### src/rtl/time_display_driver.sv
// Converts binary h/m/s from time_counter to BCD with a shift-add-3 pass on change,
// commits it atomically, and scans six multiplexed seven-segment digits.
module time_display_driver #(
   parameter int SCAN_DIV = 1
) (
   input  logic        clk,
   input  logic        reset,
   input  logic [7:0]  seconds,
   input  logic [7:0]  minutes,
   input  logic [7:0]  hours,
   input  logic        blank,
   output logic [6:0]  seg,
   output logic [5:0]  an,
   output logic        dp,
   output logic [23:0] bcd_out,
   output logic        busy
);

   typedef enum logic [1:0] {IDLE, CONV, COMMIT} state_t;

   state_t      state, state_nx;
   logic [7:0]  sh_s, sh_m, sh_h;
   logic [7:0]  sr_s, sr_m, sr_h;
   logic [7:0]  acc_s, acc_m, acc_h;
   logic [7:0]  adj_s, adj_m, adj_h;
   logic [2:0]  bit_cnt;
   logic        changed;
   logic [15:0] div_cnt;
   logic [2:0]  idx;
   logic [3:0]  digit;

   function automatic logic [7:0] add3(input logic [7:0] a);
      logic [7:0] r;
      r = a;
      if (r[3:0] >= 4'd5) r[3:0] = r[3:0] + 4'd3;
      if (r[7:4] >= 4'd5) r[7:4] = r[7:4] + 4'd3;
      return r;
   endfunction

   // Out-of-range fields show as two dashes; the hundreds digit is never tracked.
   function automatic logic [7:0] fix(input logic [7:0] v, input logic [7:0] a);
      return (v > 8'd99) ? 8'hFF : a;
   endfunction

   function automatic logic [6:0] seg_code(input logic [3:0] d);
      logic [6:0] s;
      case (d)
         4'd0:    s = 7'h3F;
         4'd1:    s = 7'h06;
         4'd2:    s = 7'h5B;
         4'd3:    s = 7'h4F;
         4'd4:    s = 7'h66;
         4'd5:    s = 7'h6D;
         4'd6:    s = 7'h7D;
         4'd7:    s = 7'h07;
         4'd8:    s = 7'h7F;
         4'd9:    s = 7'h6F;
         4'hF:    s = 7'h40;
         default: s = 7'h00;
      endcase
      return s;
   endfunction

   assign changed = {hours, minutes, seconds} != {sh_h, sh_m, sh_s};
   assign adj_s   = add3(acc_s);
   assign adj_m   = add3(acc_m);
   assign adj_h   = add3(acc_h);

   always_ff @(posedge clk or posedge reset) begin
      if (reset) state <= IDLE;
      else       state <= state_nx;
   end

   always_comb begin
      state_nx = state;
      case (state)
         IDLE:    if (changed) state_nx = CONV;
         CONV:    if (bit_cnt == 3'd7) state_nx = COMMIT;
         COMMIT:  state_nx = IDLE;
         default: state_nx = IDLE;
      endcase
   end

   always_ff @(posedge clk or posedge reset) begin
      if (reset) begin
         sh_s    <= '0;
         sh_m    <= '0;
         sh_h    <= '0;
         sr_s    <= '0;
         sr_m    <= '0;
         sr_h    <= '0;
         acc_s   <= '0;
         acc_m   <= '0;
         acc_h   <= '0;
         bit_cnt <= '0;
         bcd_out <= '0;
         busy    <= 1'b0;
      end else begin
         case (state)
            IDLE: if (changed) begin
               sh_s    <= seconds;
               sh_m    <= minutes;
               sh_h    <= hours;
               sr_s    <= seconds;
               sr_m    <= minutes;
               sr_h    <= hours;
               acc_s   <= '0;
               acc_m   <= '0;
               acc_h   <= '0;
               bit_cnt <= '0;
               busy    <= 1'b1;
            end
            CONV: begin
               acc_s   <= {adj_s[6:0], sr_s[7]};
               acc_m   <= {adj_m[6:0], sr_m[7]};
               acc_h   <= {adj_h[6:0], sr_h[7]};
               sr_s    <= {sr_s[6:0], 1'b0};
               sr_m    <= {sr_m[6:0], 1'b0};
               sr_h    <= {sr_h[6:0], 1'b0};
               bit_cnt <= bit_cnt + 3'd1;
            end
            COMMIT: begin
               bcd_out <= {fix(sh_h, acc_h), fix(sh_m, acc_m), fix(sh_s, acc_s)};
               busy    <= 1'b0;
            end
            default: ;
         endcase
      end
   end

   always_ff @(posedge clk or posedge reset) begin
      if (reset) begin
         div_cnt <= '0;
         idx     <= '0;
      end else if (div_cnt == 16'(SCAN_DIV - 1)) begin
         div_cnt <= '0;
         idx     <= (idx == 3'd5) ? 3'd0 : idx + 3'd1;
      end else begin
         div_cnt <= div_cnt + 16'd1;
      end
   end

   always_comb begin
      digit = 4'd0;
      case (idx)
         3'd0:    digit = bcd_out[3:0];
         3'd1:    digit = bcd_out[7:4];
         3'd2:    digit = bcd_out[11:8];
         3'd3:    digit = bcd_out[15:12];
         3'd4:    digit = bcd_out[19:16];
         3'd5:    digit = bcd_out[23:20];
         default: digit = 4'd0;
      endcase
   end

   // Display outputs lag the scan index by one cycle.
   always_ff @(posedge clk or posedge reset) begin
      if (reset) begin
         seg <= 7'h3F;
         an  <= 6'b000001;
         dp  <= 1'b0;
      end else begin
         seg <= seg_code(digit);
         an  <= blank ? 6'b000000 : (6'b000001 << idx);
         dp  <= (idx == 3'd2) || (idx == 3'd4);
      end
   end

endmodule

### config.mk
export PLATFORM = sky130hd
export DESIGN_NAME = time_display_driver
export DESIGN_NICKNAME = d
export VERILOG_FILES = /design/src/rtl/time_display_driver.sv
export SDC_FILE = /design/constraint.sdc
export NUM_CORES = 1
export LEC_CHECK = 0
export ABC_AREA = 1
export BUFFER_PORTS_ARGS = -buffer_cell sky130_fd_sc_hd__buf_2
export CAP_MARGIN = 20
export CORE_MARGIN = 2
export CORE_UTILIZATION = 26
export DETAILED_ROUTE_END_ITERATION = 10
export PLACE_DENSITY = 0.47
export SYNTH_ARGS = -nofsm -noshare
export SYNTH_HDL_FRONTEND = slang
export SYNTH_SLANG_ARGS = --single-unit
### constraint.sdc
create_clock -name clk -period 11.4 [get_ports clk]
set_input_delay 0.57 -clock clk [delete_from_list [all_inputs] [get_ports clk]]
set_output_delay 0.57 -clock clk [all_outputs]
set_load 0.02 [all_outputs]
== After elaboration in Yosys (flattened, before gate mapping) ==
Memories as Yosys holds them, arrays and structs flattened. A register that Yosys moved wholly into a read port is not among the register bits.
Cells that the tools add are included.

* Reduce and logical (&&, ||, !) cells: 10
* Magnitude comparators: 9
* Mux-type cells: 30
* Add/subtract/negate cells: 9
* Shifts and indexed selects: 1
* Equality and inequality tests: 11

{| class="wikitable"
|+ Operators with widths
! cell !! number
|-
| 8-bit one-hot mux with 2 select lines || 6
|-
| 8-bit 2-to-1 mux || 7
|-
| 4-bit by 3-bit >= comparator with 1-bit output, second input constant || 6
|-
| 8-bit by 7-bit > comparator with 1-bit output, second input constant || 3
|-
| 24-bit inequality test || 1
|-
| 4-bit one-hot mux with 6 select lines || 1
|-
| 16-bit by 1-bit adder with 16-bit output, second input constant || 1
|-
| 16-bit logical NOT || 1
|-
| 16-bit 2-to-1 mux || 1
|-
| 3-bit 2-to-1 mux || 5
|-
| 4-bit by 2-bit adder with 4-bit output, second input constant || 3
|-
| 4-bit 2-to-1 mux || 3
|-
| 3-bit by 2-bit adder with 3-bit output, second input constant || 3
|-
| 3-bit == test, second input constant || 3
|-
| 2-bit AND reduction || 4
|-
| 3-bit by 1-bit adder with 3-bit output, second input constant || 2
|-
| 3-bit by 2-bit == test with 1-bit output, second input constant || 2
|-
| 6-bit 2-to-1 mux || 1
|-
| 3-bit one-hot mux with 2 select lines || 1
|-
| 1-bit by 3-bit << shifter with 6-bit output, first input constant || 1
|-
| 2-bit 2-to-1 mux || 2
|-
| 2-bit inequality test, second input constant || 2
|-
| 2-bit one-hot mux with 2 select lines || 1
|-
| 2-bit nonzero test || 2
|-
| other kinds (8) || 8
|}

* Bits in read-only memories: 112
* Output and inout bits: 39
* Memories: 1
* Word-level logic and storage cells: 88
* Register bits after elaboration: 128
* Input bits: 27

{| class="wikitable"
|+ Memories
! memory !! words !! width !! read ports !! clocked after memory_dff !! wr ports !! RTL line !! source
|-
| (name not given) || 16 || 7 || 1 || 1 || 0 || 47 || <nowiki>case (d)</nowiki>
|}

== Logic depth before layout (Yosys ltp) ==
Gate-level depths: netlist of the first run.

* Word-level depth: 3
* Mapped depth: 14
* Gate-level depth less buffers: 14

== Worst setup path before layout of the first run ==
No wires, ideal clock.

* Kind: register to register
* From: register idx[1]
* To: register seg[3]
* Required time: 11.333 ns
* Library setup time: 0.067 ns
* Data arrival time: 1.775 ns
* Path slack: 9.558 ns
* Cell stages (with the launch flop): 13
* Period minus slack after synthesis: 1.842 ns
* Cell sequence: dfrtp_1 nand2_1 inv_1 ha_1 nand2_1 nand2_1 nor3_1 ha_1 inv_1 nand2_1 nand2_1 nor2_1 nor2_1

* Longest elaborated chain between the ends: 2
* Elaborated cells on any way between the ends: 7
* Those cells by class: eq/ne (5); mux (1); reduce/logical (1)

{| class="wikitable"
|+ Ends and longest elaborated chain
! item !! RTL line !! source
|-
| from (decl) || 29 || <nowiki>logic [2:0] idx;</nowiki>
|-
| from (signal assigned) || 137 || <nowiki>idx <= (idx == 3'd5) ? 3'd0 : idx + 3'd1;</nowiki>
|-
| 3-bit == test (tied with other cells) || 145 || <nowiki>case (idx)</nowiki>
|-
| 4-bit one-hot mux with 6 select lines (*) || 145 ||
|-
| to (decl) || 12 || <nowiki>output logic [6:0] seg,</nowiki>
|}

Mark *: on every way between the ends. The rest lies on a longest branch, timed or not.
A chain may end at the register's enable or synchronous reset.

== Worst setup path after layout of the first run ==
* From: register sh_s[0]
* To: register sh_h[0]

* Longest elaborated chain between the ends: 2

{| class="wikitable"
|+ Ends and longest elaborated chain
! item !! RTL line !! source
|-
| from (decl) || 22 || <nowiki>logic [7:0] sh_s, sh_m, sh_h;</nowiki>
|-
| from (signal assigned) || 101 || <nowiki>sh_s <= seconds;</nowiki>
|-
| 24-bit inequality test || 64 || <nowiki>assign changed = {hours, minutes, seconds} != {sh_h, sh_m, sh_s};</nowiki>
|-
| 2-bit AND reduction (no line) || -- ||
|-
| to (signal assigned) || 103 || <nowiki>sh_h <= hours;</nowiki>
|-
| to (decl) || 22 ||
|}

Every way passes these cells.

==> flow_summary.json, run 1 <==
{
  "status": "complete, no violations",
  "cpPeakStageDelay_ns": 0.71,
  "use_met1_pct": 16.76,
  "crit_buf_inv": 2,
  "cts_hold_buf": 0,
  "hold_viol": 0,
  "grt_util_met3_pct": 2.562,
  "drtIter0Drc": 350,
  "clk_latency_ns": 0.42,
  "worst_pin_slew_ns": 0.9867,
  "grt_max_degree": 100,
  "drv_slew": 0,
  "cp.required_ns": 11.71,
  "syn_inst": 922,
  "use_met2_pct": 19.22,
  "grt_use_total_pct": 12.20,
  "cp-start-kind": "flip-flop",
  "port-buffer-count": 65,
  "cts_max_level": 4,
  "antenna_found_initial": 0,
  "reg2reg_slack_ns": 8.88,
  "cts.sinks": 135,
  "ys_ff_latch": 135,
  "slowest_stage": "buf_4",
  "grt_pass1_wl_um": 27730,
  "path_cells": "xor2_1 -> nor2_1 -> nand2_1 -> nor2_1 -> nand3_1 -> nand2_2 -> buf_4 -> inv_1 -> nand2_1 -> nand2_1",
  "first_global_vias": 5526,
  "yosys_warnings": 0,
  "cts_buffer_depth": 2,
  "syn_avg_cell_area_um2": 7.610,
  "nets": 1031,
  "crit_family": "buffers and inverters",
  "final_cells": 1334,
  "clock_skew_ns": 0.01282,
  "fin_crit_ns": 2.522,
  "hold_ws_ns": 0.2405,
  "syn_nets": 973,
  "rsz0062_at_grt": "no",
  "ioPinCount": 66,
  "end_kind": "flip-flop",
  "cap_violations": 0,
  "via_count": 5716,
  "p_leak_nw": 4.314,
  "cts_setup_buffers": 0,
  "period_share_pct": 22.12,
  "cts_tree": "yes",
  "clk_pin_slew_worst_paths_ns": 0.06,
  "ff2ff_path_depth": 10,
  "finalWirelength_um": 16230,
  "drive_above_1_share_pct": 13.29,
  "path_depth": 10,
  "power_density_nw_per_um2": 266.9,
  "wl_per_cell_um": 12.17,
  "dr.pass1.iters": 5,
  "holdCritPathClass": "in2async",
  "layout_common_cells": "nand2_1, inv_1, dfrtp_1, o21ai_0, nand3_1",
  "drc_errors": 0,
  "die_area_um2": 28320,
  "vdd_ir_drop_max_uv": 90.99,
  "synth_area_um2": 7017,
  "diodes": 0,
  "die_w_um": 168.3,
  "drt-vias-per-instance": 4.285,
  "arrival_ns": 2.83,
  "ctsResizeCount": 0,
  "grt-ovfl-total": 0,
  "relSlewSlack_pct": 33.91,
  "die_h_um": 168.3,
  "finalSetupTns_ns": 0,
  "fp.coreArea_um2": 26730,
  "crit_path_frequent_cell": "nand2_1",
  "finalPower_w": 0.002209,
  "gp_congestion": 0.8111,
  "synth_seq_area_share_pct": 48.27,
  "critPathMaxFanout": 99,
  "rows": 60,
  "start_util_pct": 26.25,
  "dp_hpwl_um": 11040,
  "path_class": "reg2reg",
  "busiest_layer": "met2",
  "ctsRootBufferMaster": "clkbuf_16",
  "cts_buffers": 17,
  "place_inst": 1302,
  "drtAntennaViolNets": 0,
  "area_delta_synth_final_pct": 17.94,
  "synth.distinct_cells": 30,
  "final_common_cell": "nand2_1",
  "setup_viol": 0,
  "fmax_mhz": 396.5
}
==> stage by stage <==
step | instance area [um2] | util, % | setup WS [ns]
detailed placement | 7662 | 28.67 | 8.455
global route | 8275 | 30.96 | 8.607
finish | 8275 | 30.96 | 8.878
floorplan | 7017 | - | 7.230
global placement | 7662 | 28.67 | 8.460
CTS | 8275 | 30.96 | 8.738
==> sequential cells by signal, indices dropped and copies added (netlist names) <==
signal,cells
acc_h,8
acc_m,8
acc_s,8
an,6
bcd_out,24
bit_cnt,3
busy,1
div_cnt,16
dp,1
idx,3
seg,7
sh_h,8
sh_m,8
sh_s,8
sr_h,8
sr_m,8
sr_s,8
state,2
==> area by class of cell <==
type	count	area, um2
flip-flops and latches	135	3387
fillers	2914	18450
clock inverters	13	170.2
multi-input cells	605	2914
inverters	151	571.8
well taps	341	426.7
clock buffers	19	442.9
repair buffers	70	362.8
==> where the power goes <==
part,internal [W],switching (W)
logic,0.000276,0.000553
registers,0.000667,0.000141
clock network,0.000352,0.000219
==> synthesized netlist by cell type, drive strengths merged <==
cell type / count / share of area, %
a21oi: 18 / 1.3
a31oi: 3 / 0.27
buf: 19 / 1.6
clkbuf: 12 / 0.64
dfrtp: 128 / 46
dfstp: 7 / 2.6
ha: 24 / 4.3
inv: 151 / 8.1
nand2: 280 / 15
nand3: 92 / 6.7
nand3b: 1 / 0.11
nand4: 5 / 0.45
nor2: 53 / 2.9
nor3: 5 / 0.59
nor4: 3 / 0.27
o211ai: 6 / 0.64
o21ai: 101 / 7.2
o22ai: 1 / 0.089
or2: 2 / 0.18
xnor2: 3 / 0.37
xor2: 8 / 1.0
==> worst paths after layout <==
| kind | startpoint | end |
|---|---|---|
| worst min register to register | sr_m[7] | acc_m[0] |
| worst max register to register | sh_s[0] | sh_h[0] |
| max in group asynchronous | reset | acc_s[5] |
| worst min-delay path | reset | sh_s[3] |
| worst max-delay path | sh_s[0] | sh_h[0] |
| min in group clk | blank | an[0] |
==> cell families (layout without fill, tap and decap cells) <==
group / count (synthesis) / in the layout / share of synthesized area (%)
adders and majority gates: 24 / 24 / 4.280
xor gates and xnor gates: 11 / 11 / 1.373
and+or+nand+nor: 441 / 441 / 26.32
DFF: 135 / 135 / 48.27
AOI/OAI and AO/OA: 129 / 129 / 9.487
buffers and inverters: 182 / 253 / 10.27
==> layer usage <==
| metal | wire [um] | share of wire (%) |
|---|---|---|
| met5 | 0 | 0 |
| met4 | 155 | 0.96 |
| met3 | 597 | 3.7 |
| met2 | 7021 | 43 |
| met1 | 8454 | 52 |
(Power assumes the default switching activity.)
==> run 2: changes to the inputs <==
ABC_AREA = 0   (was 1)
PLACE_DENSITY = 0.49   (was 0.47)
clock period = 2.3 ns   (was 11.4 ns; I/O delays follow)
==> flow_summary.json, run 2 <==
{
  "top_regs": "bcd_out (24), div_cnt (16)",
  "yosysMostFrequentCell": "dfrtp_1",
  "antenna_found_initial": 0,
  "clk_pin_slew_worst_paths_ns": 0.06,
  "drtIter0Drc": 380,
  "final_common_cell": "dfrtp_1",
  "die_area_um2": 27570,
  "synth_edf_count": 0,
  "finalCoreUtilization_pct": 32.84,
  "vdd_ir_drop_max_uv": 531.3,
  "worst_pin_slew_ns": 0.5605,
  "syn_avg_cell_area_um2": 10.47,
  "power_density_nw_per_um2": 1335,
  "grt_use_total_pct": 12.45,
  "cts_max_level": 4,
  "clock_skew_ns": 0.01623,
  "drive_above_1_share_pct": 20.45,
  "p_leak_nw": 3.900,
  "synth.distinct_cells": 49,
  "fp.coreArea_um2": 25910,
  "diodes": 0,
  "path_cells": "inv_4 -> nor2_1 -> ha_2 -> a222oi_1 -> inv_1 -> ha_1 -> mux2_2 -> o21ai_1",
  "drt-vias-per-instance": 4.665,
  "cpPeakStageDelay_ns": 0.46,
  "holdCritPathClass": "in2reg",
  "ys_ff_latch": 135,
  "start_util_pct": 26.35,
  "rsz0062_at_grt": "no",
  "cts.sinks": 135,
  "period_share_pct": 93.86,
  "wl_per_cell_um": 15.02,
  "path_class": "reg2reg",
  "grt_pass1_wl_um": 27840,
  "rows": 59,
  "end_kind": "flip-flop",
  "dp_hpwl_um": 10780,
  "top_register": "bcd_out",
  "synth_flop_cell": "dfrtp_1",
  "arrival_ns": 2.51,
  "fillers": 2636,
  "via_count": 5075,
  "largest_reg_flops": 24,
  "ioPinCount": 66,
  "place_inst": 1033,
  "drtAntennaViolNets": 0,
  "syn_inst": 652,
  "setup_viol": 0,
  "yosysTopAreaCellShare_pct": 46.91,
  "startpoint": "idx[1]",
  "grt-ovfl-total": 0,
  "cts_setup_buffers": 0,
  "final_cells": 1088,
  "area_delta_synth_final_pct": 24.61,
  "critPathMaxFanout": 6,
  "grt_max_degree": 63,
  "cts_buffer_depth": 2,
  "crit_buf_inv": 2,
  "crit_family": "compound AO/OA/AOI/OAI gates",
  "synthTopCellsByCount": "dfrtp_1, nor2_1, xnor2_1",
  "hp-start": "seconds[7]",
  "syn_nets": 703,
  "port-buffer-count": 65,
  "synthTopCellsByArea": "dfrtp_1, xnor2_1, ha_1",
  "first_global_vias": 5113,
  "synth_area_um2": 6828,
  "fin_crit_ns": 2.159,
  "gp_congestion": 0.7816,
  "cts_buffers": 17,
  "reg2reg_slack_ns": 0.14,
  "fmax_mhz": 463.2,
  "clk_latency_ns": 0.43,
  "hold_viol": 0,
  "finalWirelength_um": 16340,
  "layout_common_cells": "dfrtp_1, buf_2, nor2_1, xnor2_1, nand2_1",
  "nets": 791,
  "cp.required_ns": 2.66,
  "yosysTopAreaCell": "dfrtp_1",
  "ctsRootBufferMaster": "clkbuf_16",
  "slowest_stage": "a222oi_1",
  "cts_tree": "yes",
  "die_h_um": 166.1,
  "status": "complete, no violations",
  "yosys_warnings": 0,
  "relSlewSlack_pct": 62.56,
  "drc_errors": 0,
  "synth_seq_area_share_pct": 49.61,
  "cap_violations": 0,
  "cp-start-kind": "flip-flop",
  "die_w_um": 166.1,
  "drv_slew": 0,
  "dr.pass1.iters": 4,
  "ys_async_sr_fraction_pct": 100.0,
  "r2r_start": "idx[1]"
}
[run 2: cell types whose count changed after synthesis, sizes merged, moves of 10 or more]
cell,before,now
nand3,92,17
mux2,0,25
o21ai,101,34
and4b,0,21
a211o,0,18
nand2,280,38
clkbuf,12,25
a22o,0,16
inv,151,33
a21o,0,10
nor2,53,64
nand2b,0,11
o31ai,0,10
xnor2,3,40
[run 2: worst min-delay path: stages]
cell	delay (ns)
buf_2	0.12
nand2_1	0.06
a21o_1	0.10
nand3_1	0.06
[run 2: final timing paths]
path	end	cells after the start
worst min-delay path	sr_s[7]	4
min in group asynchronous	sh_h[5]	3
worst max register to register	seg[3]	8
worst min register to register	div_cnt[15]	1
max in group asynchronous	div_cnt[11]	4
worst max-delay path	seg[3]	8
[run 2: timing repair]
action | 4_1_cts | 5_1_grt
hold buffers | 23 | 0
resized for setup | 0 | 3
setup endpoints to repair | 0 | 2
endpoints found under the hold margin | 64 | 0
[run 2: cell type report]
class	instances	area (um2)	share of cell area, %
clock inverter	14	197.7	2.324
clock buffer	18	439.2	5.162
timing repair buffer	106	753.2	8.853
inverter	33	130.1	1.529
tap	335	419.2	4.926
multi-input combinational	447	3178	37.35
sequential	135	3391	39.85
[run 2: per-layer routing]
layer	GRT usage [%]	part of all wire, %	vias to the layer above
met5	0	0	-
met3	3.098	4.3	9
met1	18.40	53	2445
li1	-	-	2504
met2	17.84	42	117
met4	3.743	0.73	0
[run 2: cells by family after synthesis]
group / count (synthesis) / synth area share, %
AOI/OAI and AO/OA: 148 / 15.04
xor gates and xnor gates: 46 / 5.901
adders and majority gates: 24 / 4.398
buffers and inverters: 70 / 4.215
DFF: 135 / 49.61
muxes: 34 / 5.443
and+or+nand+nor: 195 / 15.39
[run 2: metrics by stage]
stage	setup TNS (ns)	total power [W]	hold slack [ns]	worst slack [ns]	instance area, um2
after floorplan	-0.04264	0.007133	0.1469	-0.04264	6847
final	0	0.01136	0.08680	0.1413	8508
after global placement	0	0.008421	0.2060	0.1538	7637
after global routing	0	0.01226	0.1048	0.005560	8508
after CTS	0	0.01149	0.06563	0.1104	8504
after detailed placement	0	0.008440	0.2031	0.1364	7637
[run 2: where the power goes]
| part | internal (W) | total [W] | leakage [nW] | switching [W] |
|---|---|---|---|---|
| Clock | 0.00185 | 0.00296 | 0.295 | 0.00111 |
| Sequential | 0.00331 | 0.00412 | 1.63 | 0.000813 |
| Combinational | 0.00192 | 0.00428 | 1.97 | 0.00236 |
